<file path="config.mk">
export PLATFORM = sky130hd
export DESIGN_NAME = intpol2_d4_in_fifo_wr
export DESIGN_NICKNAME = d
export VERILOG_FILES = /design/src/rtl/intpol2_d4_pkg.sv /design/src/rtl/intpol2_d4_skid.sv /design/src/rtl/intpol2_d4_in_fifo_wr.sv
export SDC_FILE = /design/constraint.sdc
export NUM_CORES = 1
export LEC_CHECK = 0
export BUFFER_PORTS_ARGS = -buffer_cell sky130_fd_sc_hd__buf_4
export CAP_MARGIN = 0
export CORE_ASPECT_RATIO = 0.7
export CORE_MARGIN = 5
export CORE_UTILIZATION = 50
export CTS_BUF_LIST = sky130_fd_sc_hd__clkbuf_8
export DETAILED_ROUTE_END_ITERATION = 8
export GPL_TIMING_DRIVEN = 0
export MAX_ROUTING_LAYER = met4
export PLACE_DENSITY_LB_ADDON = 0.3
export SYNTH_ARGS = -nofsm -noshare
export SYNTH_HDL_FRONTEND = slang
export SYNTH_HIERARCHICAL = 1
export SYNTH_SLANG_ARGS = --single-unit
</file>
<file path="constraint.sdc">
create_clock -name clk -period 2.7 [get_ports clk]
set_clock_uncertainty 0.05 [all_clocks]
set_input_delay 0.135 -clock clk [delete_from_list [all_inputs] [get_ports clk]]
set_output_delay 0.135 -clock clk [all_outputs]
set_load 0.01 [all_outputs]
</file>
<file path="src/rtl/intpol2_d4_pkg.sv">
// Shared constants for the interpolator input-FIFO writer: state encoding,
// default sample width and skid depth.
package intpol2_d4_pkg;

  localparam int DATA_WIDTH_DEF = 32;
  localparam int SKID_DEPTH     = 2;

  localparam logic [1:0] ST_IDLE  = 2'd0;
  localparam logic [1:0] ST_LOAD  = 2'd1;
  localparam logic [1:0] ST_FLUSH = 2'd2;
  localparam logic [1:0] ST_DONE  = 2'd3;

endpackage

</file>
<file path="src/rtl/intpol2_d4_skid.sv">
// Two-entry in-order skid buffer with valid/ready on both sides and an
// occupancy count. A push and a pop in the same cycle leave occupancy unchanged.
module intpol2_d4_skid #(
  parameter int W = 32
) (
  input  logic         clk,
  input  logic         rst,
  input  logic [W-1:0] in_data,
  input  logic         in_valid,
  output logic         in_ready,
  output logic [W-1:0] out_data,
  output logic         out_valid,
  input  logic         out_ready,
  output logic [1:0]   occupancy
);

  logic [W-1:0] mem0;
  logic [W-1:0] mem1;
  logic         wr_ptr;
  logic         rd_ptr;
  logic [1:0]   count;
  logic         push;
  logic         pop;

  assign in_ready  = (count < 2'd2);
  assign out_valid = (count != 2'd0);
  assign push      = in_valid & in_ready;
  assign pop       = out_valid & out_ready;
  assign out_data  = rd_ptr ? mem1 : mem0;
  assign occupancy = count;

  always_ff @(posedge clk) begin
    if (rst) begin
      mem0   <= '0;
      mem1   <= '0;
      wr_ptr <= 1'b0;
      rd_ptr <= 1'b0;
      count  <= 2'd0;
    end else begin
      if (push) begin
        if (wr_ptr) mem1 <= in_data;
        else        mem0 <= in_data;
        wr_ptr <= ~wr_ptr;
      end
      if (pop) rd_ptr <= ~rd_ptr;
      if (push && !pop)      count <= count + 2'd1;
      else if (!push && pop) count <= count - 2'd1;
    end
  end

endmodule

</file>
<file path="src/rtl/intpol2_d4_in_fifo_wr.sv">
// Frame-based writer into the interpolator input FIFO: accepts ilen samples
// upstream, passes them through a 2-entry skid and writes them while the FIFO has room.
module intpol2_d4_in_fifo_wr
  import intpol2_d4_pkg::*;
#(
  parameter int DATA_WIDTH = DATA_WIDTH_DEF
) (
  input  logic                  clk,
  input  logic                  rst,
  input  logic                  clear,
  input  logic                  start,
  input  logic [DATA_WIDTH:0]   ilen,
  input  logic [DATA_WIDTH-1:0] s_data,
  input  logic                  s_valid,
  output logic                  s_ready,
  input  logic                  Afull,
  input  logic                  Full,
  output logic                  Write_Enable,
  output logic [DATA_WIDTH-1:0] fifo_data,
  output logic                  busy,
  output logic                  frame_done,
  output logic [DATA_WIDTH:0]   wr_cnt,
  output logic [1:0]            fsm_state
);

  localparam int CW = DATA_WIDTH + 1;

  logic [1:0]    state;
  logic [CW-1:0] ilen_q;
  logic [CW-1:0] acc_cnt;
  logic [CW-1:0] acc_next;
  logic [CW-1:0] wr_cnt_q;
  logic          soft_rst;
  logic          handshake;
  logic          skid_in_ready;
  logic          skid_out_valid;
  logic          fifo_room;
  logic [1:0]    occ;

  // Handshakes: a transfer happens on a side exactly when valid && ready in the
  // same cycle; upstream s_valid may stay high regardless of s_ready.
  assign soft_rst     = rst | clear;
  assign s_ready      = (state == ST_LOAD) && skid_in_ready && (acc_cnt < ilen_q);
  assign handshake    = s_valid & s_ready;
  assign acc_next     = acc_cnt + CW'(1);
  assign fifo_room    = ~Afull & ~Full;
  assign Write_Enable = skid_out_valid & fifo_room;
  assign busy         = (state == ST_LOAD) || (state == ST_FLUSH);
  assign frame_done   = (state == ST_DONE);
  assign wr_cnt       = wr_cnt_q;
  assign fsm_state    = state;

  intpol2_d4_skid #(.W(DATA_WIDTH)) u_skid (
    .clk       (clk),
    .rst       (soft_rst),
    .in_data   (s_data),
    .in_valid  (handshake),
    .in_ready  (skid_in_ready),
    .out_data  (fifo_data),
    .out_valid (skid_out_valid),
    .out_ready (fifo_room),
    .occupancy (occ)
  );

  always_ff @(posedge clk) begin
    if (soft_rst) begin
      state    <= ST_IDLE;
      ilen_q   <= '0;
      acc_cnt  <= '0;
      wr_cnt_q <= '0;
    end else begin
      if (Write_Enable && (wr_cnt_q < ilen_q)) wr_cnt_q <= wr_cnt_q + CW'(1);
      case (state)
        ST_IDLE: begin
          if (start) begin
            ilen_q   <= ilen;
            acc_cnt  <= '0;
            wr_cnt_q <= '0;
            state    <= (ilen == '0) ? ST_DONE : ST_LOAD;
          end
        end
        ST_LOAD: begin
          if (handshake) begin
            acc_cnt <= acc_next;
            if (acc_next == ilen_q) state <= ST_FLUSH;
          end
        end
        // Leave as the last entry drains so frame_done follows the final write directly.
        ST_FLUSH: begin
          if ((occ == 2'd0) || ((occ == 2'd1) && Write_Enable)) state <= ST_DONE;
        end
        default: state <= ST_IDLE;
      endcase
    end
  end

endmodule

</file>
==> flow_summary.toml <==
[layout]
layout.area.seq_mm2 = 0.00349
final_cell_area_mm2 = 0.0157
drive_gt1_frac = 0.405
utilization = 0.758
num_antenna_cells = 0
area_growth_syn_to_layout_pct = 49.3
layout_commonest_cell = "buf_4"
fillers = 1415
multi_input_area_mm2 = 0.00796
layout.cells.most_common_list = "buf_4, nand2_1, dfxtp_1"
fin_nets = 1804

[timing]
fmax_mhz = 322
finalHoldViolCount = 0
period_share = 1.15
worst_slew_pin_slew_ns = 1.08
rsz0062_at_grt = "yes"
finalSetupViolations = 136
tns_ns = -35.36
setup_ws_ns = -0.401
maxSlewViolCount = 0
fin_crit_ns = 3.10
relSlewSlack = 0.274

[floorplanning]
dieHeight_um = 131
start_util = 0.508
die-area_mm2 = 0.0241
rows = 44
coreArea_mm2 = 0.0207
io_pins = 143
die_x_um = 183

[global_routing]
grt_pass1_wl_um = 60100
antenna_found_initial = 0
grt_pass1_vias = 11000
grt_max_degree = 17
overflow = 0
grt_use_total = 0.321

[synthesis]
synth-edff-count = 0
avgSynthCellArea_um2 = 7.89
synth_ff_type = "dfxtp_1"
synthArstFlopShare = 0
ys_warn_count = 6
ys_seq_elements = 169
syn-num-nets = 1477
ys_types = 80
ys_seq_area_frac = 0.322
synth_area_mm2 = 0.0105
synthCells = 1333

[clock_tree]
cts_tree = "yes"
htree_levels = 4
clk_latency_ns = 0.49
clk_pin_slew_worst_paths_ns = 0.10
cts-root-buf = "clkbuf_8"
cts-buffers-inserted = 17
clock_sink_count = 169
cts_max_path_buffers = 2

[power]
p_leak_nw = 6.01
ir_drop_v = 0.000258
power_mw = 5.46
p_per_area_mw_per_mm2 = 348

[placed_design]
gp_congestion = 0.982
dp_hpwl_um = 27200
placed_cell_area_mm2 = 0.0121
port_buffers = 142
pre_cts_ws_ns = -0.964

[route]
drc = 0
antenna_left = 0
dr_total_vias = 12000
wl_per_cell_um = 21.9
wirelength_um = 42600
viasPerCell = 6.14
drt_pass1_iterations = 5
drt_iter0_markers = 1178

[worst_setup_path]
cpMaxStageDelayCell = "o41a_1"
critPathLaunchType = "flop"
crit_family = "compound AO/OA/AOI/OAI gates"
slowest_delay_ns = 0.50
crit_chain = "inv_1 > ha_4 > a21oi_2 > a211oi_4 > o41a_1 > nor3b_4 > buf_6 > or3b_4 > buf_12 > clkbuf_16 > nand2_1 > a21oi_1"
critical_path_class = "reg -> reg"
path_max_fanout = 7
required_ns = 2.99
critical_path_buf_inv_count = 4
cp-end-kind = "flop"
critPathArrivalTime_ns = 3.39

[outcome]
status = "finished, violations left"
violations = "setup timing"

[min_path]
hold_path.class = "in -> reg"

[job]
maxCapViolCount = 0
-- metal layers --
metal | track usage | share of wire | vias up
li1 | - | - | 5396
met1 | 0.447 | 0.41 | 5767
met2 | 0.459 | 0.45 | 701
met3 | 0.0953 | 0.11 | 109
met4 | 0.0761 | 0.024 | 0
met5 | - | 0 | -
-- final timing paths --
path / start / endpoint / slack, ns / cells past startpoint
max: ilen_q[4]$_SDFFE_PP0P_ / u_skid/mem0[27]$_SDFFE_PP0P_ / -0.40 / 12
min: rst / wr_cnt[1]$_SDFF_PP0_ / 0.15 / 4
max reg2reg: ilen_q[4]$_SDFFE_PP0P_ / u_skid/mem0[27]$_SDFFE_PP0P_ / -0.40 / 12
min reg2reg: u_skid/mem1[26]$_SDFFE_PP0P_ / u_skid/mem1[26]$_SDFFE_PP0P_ / 0.41 / 2
-- cells by family after synthesis --
family,count (synthesis),share of synthesized area
DFF,169,0.322
adders and majority gates,72,0.0857
muxes,65,0.0658
buffers and inverters,127,0.0582
AOI/OAI and AO/OA,304,0.168
xor gates and xnor gates,45,0.0375
and+or+nand+nor,551,0.263
-- worst min-delay path, stage by stage --
cell,delay (ns)
buf_4,0.07
nor2_1,0.06
nand2_1,0.34
a21oi_2,0.04
-- through the flow --
step | instances | hold WS (ns)
2_1_floorplan | 1333 | 0.213
3_3_place_gp | 1751 | 0.343
3_5_place_dp | 1751 | 0.348
4_1_cts | 1915 | 0.0965
5_1_grt | 1949 | 0.160
6_report | 1949 | 0.146
-- final cells by class --
type	instances	share of cell area
timing repair buffer	310	0.175
inverter	46	0.0112
sequential	169	0.222
clock inverter	13	0.00773
clock buffer	19	0.0167
buffer	78	0.0376
multi-input combinational	1038	0.507
tap	276	0.0220
-- report_power, final --
group          switching (mW)  internal (mW)
Clock                    1.07          0.784
Sequential             0.0271           2.50
Combinational           0.597          0.477
Total                    1.69           3.77
-- flip-flops by register name, indices dropped and copies added, names as in the netlist, 2 cells and up --
register,flops
acc_cnt,33
u_skid/mem1,32
wr_cnt,33
ilen_q,33
u_skid/mem0,32
fsm_state,2
u_skid/occupancy,2
-- timing repair --
action                                 CTS  global route
setup endpoints to repair              136           166
resized for setup                      277           191
gates cloned                            12             3
pin swaps                              140           111
buffers inserted                        56            38
endpoints found under the hold margin  101             0
hold buffers                            66             0
-- cells in the mapped netlist, drive strengths merged, types with 4 or more instances --
library cell	count	area share
or4	5	0.0039
o211ai	5	0.0036
a31oi	12	0.0077
or3	47	0.029
a211o	4	0.0033
nor2	43	0.015
and2	14	0.0083
inv	45	0.016
a311oi	5	0.0042
a21oi	179	0.085
and3	19	0.011
nor4	19	0.014
mux2	33	0.035
clkbuf	47	0.021
nor3	16	0.0076
nor3b	4	0.0044
a21o	16	0.011
nor2b	5	0.0030
dfxtp	169	0.32
ha	72	0.086
nor4b	5	0.0042
and4	14	0.012
xor2	15	0.012
o21ai	45	0.021
nand3b	6	0.0043
o21a	5	0.0036
nand2	277	0.099
nand3	35	0.018
xnor2	30	0.025
nand4	26	0.017
buf	33	0.020
a211oi	4	0.0033
mux2i	32	0.030
a21boi	5	0.0036
Note: power is estimated with default switching activity, not from simulation.
